File: config.mk
export PLATFORM = sky130hd
export DESIGN_NAME = note_controller
export DESIGN_NICKNAME = d
export VERILOG_FILES = /design/src/rtl/note_pkg.sv /design/src/rtl/key_debounce.sv /design/src/rtl/note_controller.sv
export SDC_FILE = /design/constraint.sdc
export NUM_CORES = 1
export LEC_CHECK = 0
export CORE_ASPECT_RATIO = 0.5
export CORE_MARGIN = 2
export CORE_UTILIZATION = 51
export CTS_BUF_LIST = sky130_fd_sc_hd__clkbuf_4 sky130_fd_sc_hd__clkbuf_8
export CTS_CLUSTER_SIZE = 12
export DETAILED_ROUTE_END_ITERATION = 8
export GPL_ROUTABILITY_DRIVEN = 0
export PLACE_DENSITY = 0.67
export SYNTH_ARGS = -nofsm -noshare
export SYNTH_HDL_FRONTEND = slang
export SYNTH_HIERARCHICAL = 1
export SYNTH_SLANG_ARGS = --single-unit
File: constraint.sdc
create_clock -name clk -period 8 [get_ports clk]
set_input_delay 2 -clock clk [delete_from_list [all_inputs] [get_ports clk]]
set_output_delay 2 -clock clk [all_outputs]
set_load 0.03 [all_outputs]
File: src/rtl/note_pkg.sv
// Shared constants and FSM encoding for the piano note controller.
package note_pkg;

    localparam logic [2:0] MODE_FREE  = 3'b100;
    localparam logic [2:0] MODE_AUTO  = 3'b010;
    localparam logic [2:0] MODE_LEARN = 3'b001;

    localparam int unsigned NOTE_REST = 0;

    typedef enum logic [2:0] {
        ST_IDLE   = 3'd0,
        ST_FREE   = 3'd1,
        ST_AUTO   = 3'd2,
        ST_L_WAIT = 3'd3,
        ST_L_PLAY = 3'd4
    } state_t;

endpackage

File: src/rtl/key_debounce.sv
// Single-key debouncer: 2-FF synchroniser followed by a stability counter.
//  clk, rst_n : clock, async active-low reset
//  key        : raw asynchronous key pin
//  stable     : debounced key level
module key_debounce #(
    parameter int unsigned DEBOUNCE_CYC = 20000
) (
    input  logic clk,
    input  logic rst_n,
    input  logic key,
    output logic stable
);

    localparam int unsigned CNT_W = (DEBOUNCE_CYC > 1) ? $clog2(DEBOUNCE_CYC) : 1;

    logic             sync1;
    logic             sync2;
    logic [CNT_W-1:0] cnt;

    // stable follows sync2 only after DEBOUNCE_CYC consecutive differing samples
    always_ff @(posedge clk or negedge rst_n) begin
        if (!rst_n) begin
            sync1  <= 1'b0;
            sync2  <= 1'b0;
            cnt    <= '0;
            stable <= 1'b0;
        end else begin
            sync1 <= key;
            sync2 <= sync1;
            if (sync2 != stable) begin
                if (cnt == CNT_W'(DEBOUNCE_CYC - 1)) begin
                    stable <= sync2;
                    cnt    <= '0;
                end else begin
                    cnt <= cnt + CNT_W'(1);
                end
            end else begin
                cnt <= '0;
            end
        end
    end

endmodule

File: src/rtl/note_controller.sv
// Keyboard/note controller: debounces keys, resolves a note, and selects
// free-play, auto-play or learn mode (with hit/miss scoring).
//  keys        : raw key pins (key i -> note i+1)
//  mode        : 100 free, 010 auto, 001 learn, other idle
//  auto_note   : auto-play sequencer note
//  learn_note/learn_valid/learn_ready : expected-note handshake
//  note_out, led_out : tone-generator note and key LEDs
//  hit, miss   : one-cycle learn result pulses; score : saturating hit count
module note_controller
    import note_pkg::*;
#(
    parameter int unsigned N_KEYS       = 7,
    parameter int unsigned NOTE_W       = 4,
    parameter int unsigned DEBOUNCE_CYC = 20000,
    parameter int unsigned TIMEOUT_CYC  = 50000000,
    parameter int unsigned SCORE_W      = 8
) (
    input  logic               clk,
    input  logic               rst_n,
    input  logic [N_KEYS-1:0]  keys,
    input  logic [2:0]         mode,
    input  logic [NOTE_W-1:0]  auto_note,
    input  logic [NOTE_W-1:0]  learn_note,
    input  logic               learn_valid,
    output logic               learn_ready,
    output logic [NOTE_W-1:0]  note_out,
    output logic [N_KEYS-1:0]  led_out,
    output logic               hit,
    output logic               miss,
    output logic [SCORE_W-1:0] score
);

    localparam int unsigned TMO_W = (TIMEOUT_CYC > 1) ? $clog2(TIMEOUT_CYC) : 1;

    logic [N_KEYS-1:0]  stable;
    logic [NOTE_W-1:0]  key_note;
    logic [NOTE_W-1:0]  key_note_q;
    logic               press;
    state_t             state_q, state_d, tgt;
    logic               mode_change;
    logic [NOTE_W-1:0]  exp_q, exp_d;
    logic [TMO_W-1:0]   tmo_q, tmo_d;
    logic [NOTE_W-1:0]  note_d;
    logic [N_KEYS-1:0]  led_d;
    logic               hit_d, miss_d, ready_d;
    logic [SCORE_W-1:0] score_d;

    function automatic logic [N_KEYS-1:0] one_hot(input logic [NOTE_W-1:0] n);
        logic [N_KEYS-1:0] v;
        v = '0;
        for (int i = 0; i < int'(N_KEYS); i++) begin
            if (n == NOTE_W'(i + 1)) v[i] = 1'b1;
        end
        return v;
    endfunction

    for (genvar g = 0; g < int'(N_KEYS); g++) begin : g_deb
        key_debounce #(.DEBOUNCE_CYC(DEBOUNCE_CYC)) u_deb (
            .clk    (clk),
            .rst_n  (rst_n),
            .key    (keys[g]),
            .stable (stable[g])
        );
    end

    // Exactly one stable key gives its note; none or a chord gives rest
    always_comb begin
        logic [NOTE_W-1:0] n_set;
        logic [NOTE_W-1:0] idx;
        n_set    = '0;
        idx      = '0;
        key_note = NOTE_W'(NOTE_REST);
        for (int i = 0; i < int'(N_KEYS); i++) begin
            if (stable[i]) begin
                n_set = n_set + NOTE_W'(1);
                idx   = NOTE_W'(i + 1);
            end
        end
        if (n_set == NOTE_W'(1)) key_note = idx;
    end

    // A held key is never a fresh press: only transitions to a new nonzero note count
    assign press = (key_note != NOTE_W'(NOTE_REST)) && (key_note != key_note_q);

    // Requested state for the sampled mode
    always_comb begin
        tgt = ST_IDLE;
        case (mode)
            MODE_FREE:  tgt = ST_FREE;
            MODE_AUTO:  tgt = ST_AUTO;
            MODE_LEARN: tgt = ST_L_WAIT;
            default:    tgt = ST_IDLE;
        endcase
        if (tgt == ST_L_WAIT)
            mode_change = (state_q != ST_L_WAIT) && (state_q != ST_L_PLAY);
        else
            mode_change = (state_q != tgt);
    end

    // Next state and next registered outputs
    always_comb begin
        state_d = state_q;
        exp_d   = exp_q;
        tmo_d   = tmo_q;
        note_d  = '0;
        led_d   = '0;
        hit_d   = 1'b0;
        miss_d  = 1'b0;
        score_d = score_q_sat_hold();
        if (mode_change) begin
            state_d = tgt;
            tmo_d   = '0;
            if (tgt == ST_L_WAIT) score_d = '0;
        end else begin
            case (state_q)
                ST_FREE: begin
                    note_d = key_note;
                    led_d  = one_hot(key_note);
                end
                ST_AUTO: begin
                    if (auto_note <= NOTE_W'(N_KEYS)) begin
                        note_d = auto_note;
                        led_d  = one_hot(auto_note);
                    end
                end
                ST_L_WAIT: begin
                    note_d = key_note;
                    if (learn_valid && learn_ready) begin
                        exp_d   = (learn_note <= NOTE_W'(N_KEYS)) ? learn_note : NOTE_W'(NOTE_REST);
                        tmo_d   = '0;
                        state_d = ST_L_PLAY;
                    end
                end
                ST_L_PLAY: begin
                    note_d = key_note;
                    led_d  = one_hot(exp_q);
                    tmo_d  = tmo_q + TMO_W'(1);
                    // A correct press beats a simultaneous timeout
                    if (exp_q == NOTE_W'(NOTE_REST) || (press && key_note == exp_q)) begin
                        hit_d   = 1'b1;
                        state_d = ST_L_WAIT;
                        if (score != '1) score_d = score + SCORE_W'(1);
                    end else if (tmo_q == TMO_W'(TIMEOUT_CYC - 1)) begin
                        miss_d  = 1'b1;
                        state_d = ST_L_WAIT;
                    end else if (press) begin
                        miss_d = 1'b1;
                    end
                end
                default: ;
            endcase
        end
        ready_d = (state_d == ST_L_WAIT);
    end

    function automatic logic [SCORE_W-1:0] score_q_sat_hold();
        return score;
    endfunction

    // State and output registers
    always_ff @(posedge clk or negedge rst_n) begin
        if (!rst_n) begin
            state_q     <= ST_IDLE;
            exp_q       <= '0;
            tmo_q       <= '0;
            key_note_q  <= '0;
            note_out    <= '0;
            led_out     <= '0;
            hit         <= 1'b0;
            miss        <= 1'b0;
            score       <= '0;
            learn_ready <= 1'b0;
        end else begin
            state_q     <= state_d;
            exp_q       <= exp_d;
            tmo_q       <= tmo_d;
            key_note_q  <= key_note;
            note_out    <= note_d;
            led_out     <= led_d;
            hit         <= hit_d;
            miss        <= miss_d;
            score       <= score_d;
            learn_ready <= ready_d;
        end
    end

endmodule

==> impl_metrics.env <==
export IMPL_rr_startpoint="g_deb[0].u_deb/stable"
export IMPL_rows=35
export IMPL_end_kind="register"
export IMPL_first_global_vias=6780
export IMPL_synth_edff_count=0
export IMPL_min_to="g_deb[4].u_deb/sync2"
export IMPL_antenna_found_initial=0
export IMPL_cp_start_kind="register"
export IMPL_hold_viol=0
export IMPL_post_place_ws_ps=2860
export IMPL_dp_final_hpwl_um=13300
export IMPL_rr_endpoint="score[6]"
export IMPL_fin_crit_ps=5150
export IMPL_rsz0062_at_grt="no"
export IMPL_yosys_area_share_simple=0.251
export IMPL_cts_resized=0
export IMPL_cp_max_fo=11
export IMPL_numPortBuffers=42
export IMPL_start_util=0.527
export IMPL_maxCapViolCount=0
export IMPL_die_x_um=200
export IMPL_cts_buffer_depth=2
export IMPL_finalMaxSlewViolations=0
export IMPL_dieArea_mm2=0.0204
export IMPL_coreArea_mm2=0.0186
export IMPL_critical_path_class="register to register"
export IMPL_grt_pass1_wl_um=32700
export IMPL_n_antenna_cell=0
export IMPL_clock_sinks=184
export IMPL_crit_required_ps=8390
export IMPL_period_share=0.644
export IMPL_timing_reg2reg_setup_slack_ps=2850
export IMPL_cp_data_arrival_time_ps=5540
export IMPL_wl_um=18900
export IMPL_vias=7270
export IMPL_clk_pin_slew_worst_paths_ps=100
export IMPL_worstHoldStart="g_deb[4].u_deb/sync1"
export IMPL_fin_setup_tns_ps=0
export IMPL_netlist_area_mm2=0.00980
export IMPL_final_cell_mix="dfrtp_1 (184), nor2_1 (154), xnor2_1 (86)"
export IMPL_status="complete, no violations"
export IMPL_holdCritPathClass="register to register"
export IMPL_min_path_cells=0
export IMPL_grt_max_degree=123
export IMPL_synthArstFlopShare=1.00
export IMPL_drt_vias_per_instance=5.52
export IMPL_clock_latency_ps=490
export IMPL_track_usage=0.203
export IMPL_p_leak_nw=4.28
export IMPL_finalSetupViolations=0
export IMPL_synth_xor_area_frac=0.104
export IMPL_synth_adder_area_share=0.0204
export IMPL_fillers=1663
export IMPL_fin_skew_ps=15.1
export IMPL_drtIter0Drc=394
export IMPL_cts_root_buffer="clkbuf_8"
export IMPL_synth_top_family_by_area="simple AND/OR/NAND/NOR gates"
export IMPL_ios=43
export IMPL_cts_tree="yes"
export IMPL_wl_per_cell_um=14.4
export IMPL_post_cts_buffers=0
export IMPL_multi_input_area_mm2=0.00479
export IMPL_yosys_warnings=6
export IMPL_mostFrequentLayoutCell="dfrtp_1"
export IMPL_ys_flop_type="dfrtp_1"
export IMPL_avgSynthCellArea_um2=9.66
export IMPL_final_nets=1083
export IMPL_max_freq_ghz=0.194
export IMPL_ant_nets=0
export IMPL_syn_inst=1015
export IMPL_areaGrowthSynthToFinish_pct=9.34
export IMPL_drive_above_1_share=0.0755
export IMPL_synth_compound_area_frac=0.0910
export IMPL_synth_fp_nets=1052
export IMPL_ir_worst_vdd_v=0.0000996
export IMPL_power_density_mw_per_mm2=161
export IMPL_h_tree_depth=4
export IMPL_dr_pass1_iters=5
export IMPL_seq_area_mm2=0.00460
export IMPL_worst_slew_pin_slew_ps=1100
export IMPL_cts_buffers=17
export IMPL_finalWorstSetupSlack_ps=2850
export IMPL_drc=0
export IMPL_reg2regPathDepth=18
export IMPL_hold_buffers=0
export IMPL_timing_hold_ws_ps=357
export IMPL_die_y_um=102
export IMPL_slew_headroom=0.259
export IMPL_synth_mux_area_frac=0.0217
export IMPL_synth_seq_cells=184
export IMPL_ys_types=80
export IMPL_ys_seq_area_frac=0.470
export IMPL_grt_overflow_total=0
synth_stat cells (13+ instances only):
master    instances  share of area
nand2_1          77          0.029
o31ai_1          15          0.011
a21oi_1          29          0.015
nand3_1          48          0.025
nor2_1          154          0.059
nor3_1           29          0.015
xnor2_1          86          0.077
o21ai_0          37          0.019
xor2_1           20          0.018
ha_1             16          0.020
nand4_1          31          0.020
nor4_1           27          0.017
inv_1            46          0.018
nand2b_1         13         0.0083
clkbuf_1         15         0.0057
or3_1            24          0.015
dfrtp_1         184           0.47
final cells by class:
| class | instances | area share |
|---|---|---|
| clock inverter | 15 | 0.0147 |
| inverter | 46 | 0.0161 |
| multi-input combinational | 753 | 0.447 |
| sequential | 184 | 0.430 |
| clock buffer | 17 | 0.0218 |
| timing repair buffer | 44 | 0.0410 |
| tap | 259 | 0.0302 |
state kept, by name (all words and copies together), names as in the netlist:
name	count
led_out	7
state_q	3
g_deb.u_deb/sync2	7
g_deb.u_deb/sync1	7
exp_q	4
hit	1
key_note_q	3
g_deb.u_deb/cnt	105
miss	1
learn_ready	1
score	8
g_deb.u_deb/stable	7
tmo_q	26
note_out	4
metrics by stage:
stage	instance area, um2	utilization	instances	total power, mW
2_1_floorplan	9800	-	1015	1.08
3_3_place_gp	10300	0.555	1286	1.13
3_5_place_dp	10300	0.555	1286	1.13
4_1_cts	10700	0.576	1318	1.75
5_1_grt	10700	0.576	1318	1.82
6_report	10700	0.576	1318	1.73
worst max-delay path by stage:
stage	cells past startpoint	slack (ps)	end	start
after global placement	18	3110	score[6]	g_deb[0].u_deb/stable
after floorplan	18	3620	led_out[4]	g_deb[0].u_deb/stable
after CTS	18	2840	score[6]	g_deb[0].u_deb/stable
after detailed placement	18	2860	score[6]	g_deb[0].u_deb/stable
after global routing	18	2560	score[6]	g_deb[1].u_deb/stable
final	18	2850	score[6]	g_deb[0].u_deb/stable
layer usage:
metal,routed length [um],track usage
met3,673,0.0429
met4,264,0.0729
met5,0,0
met1,9390,0.284
met2,8590,0.315
worst max-delay path: stages (launching register included):
cell and delay (ps):
dfrtp_1 450, inv_1 60, ha_1 360, xor2_1 180
ha_1 340, mux2_2 280, ha_1 300, nor2b_1 50
a311o_1 310, inv_1 70, ha_1 220, nand2_1 90
o21ai_0 110, ha_1 290, or3b_1 410, o32ai_1 270
nand3_1 480, a2111o_1 500, a221oi_1 280
cell families (layout without fill, tap and decap cells):
logic type                 Yosys count  after routing
DFF                                184            184
AOI/OAI and AO/OA                  131            131
xor gates and xnor gates           110            110
buffers and inverters               78            122
muxes                               16             16
other                                1              1
adders and majority gates           16             16
and+or+nand+nor                    479            479
where the power goes:
part / switching, mW / internal, mW
Clock: 0.379 / 0.234
Combinational: 0.0964 / 0.0478
Sequential: 0.0223 / 0.946
(Power assumes the default switching activity.)
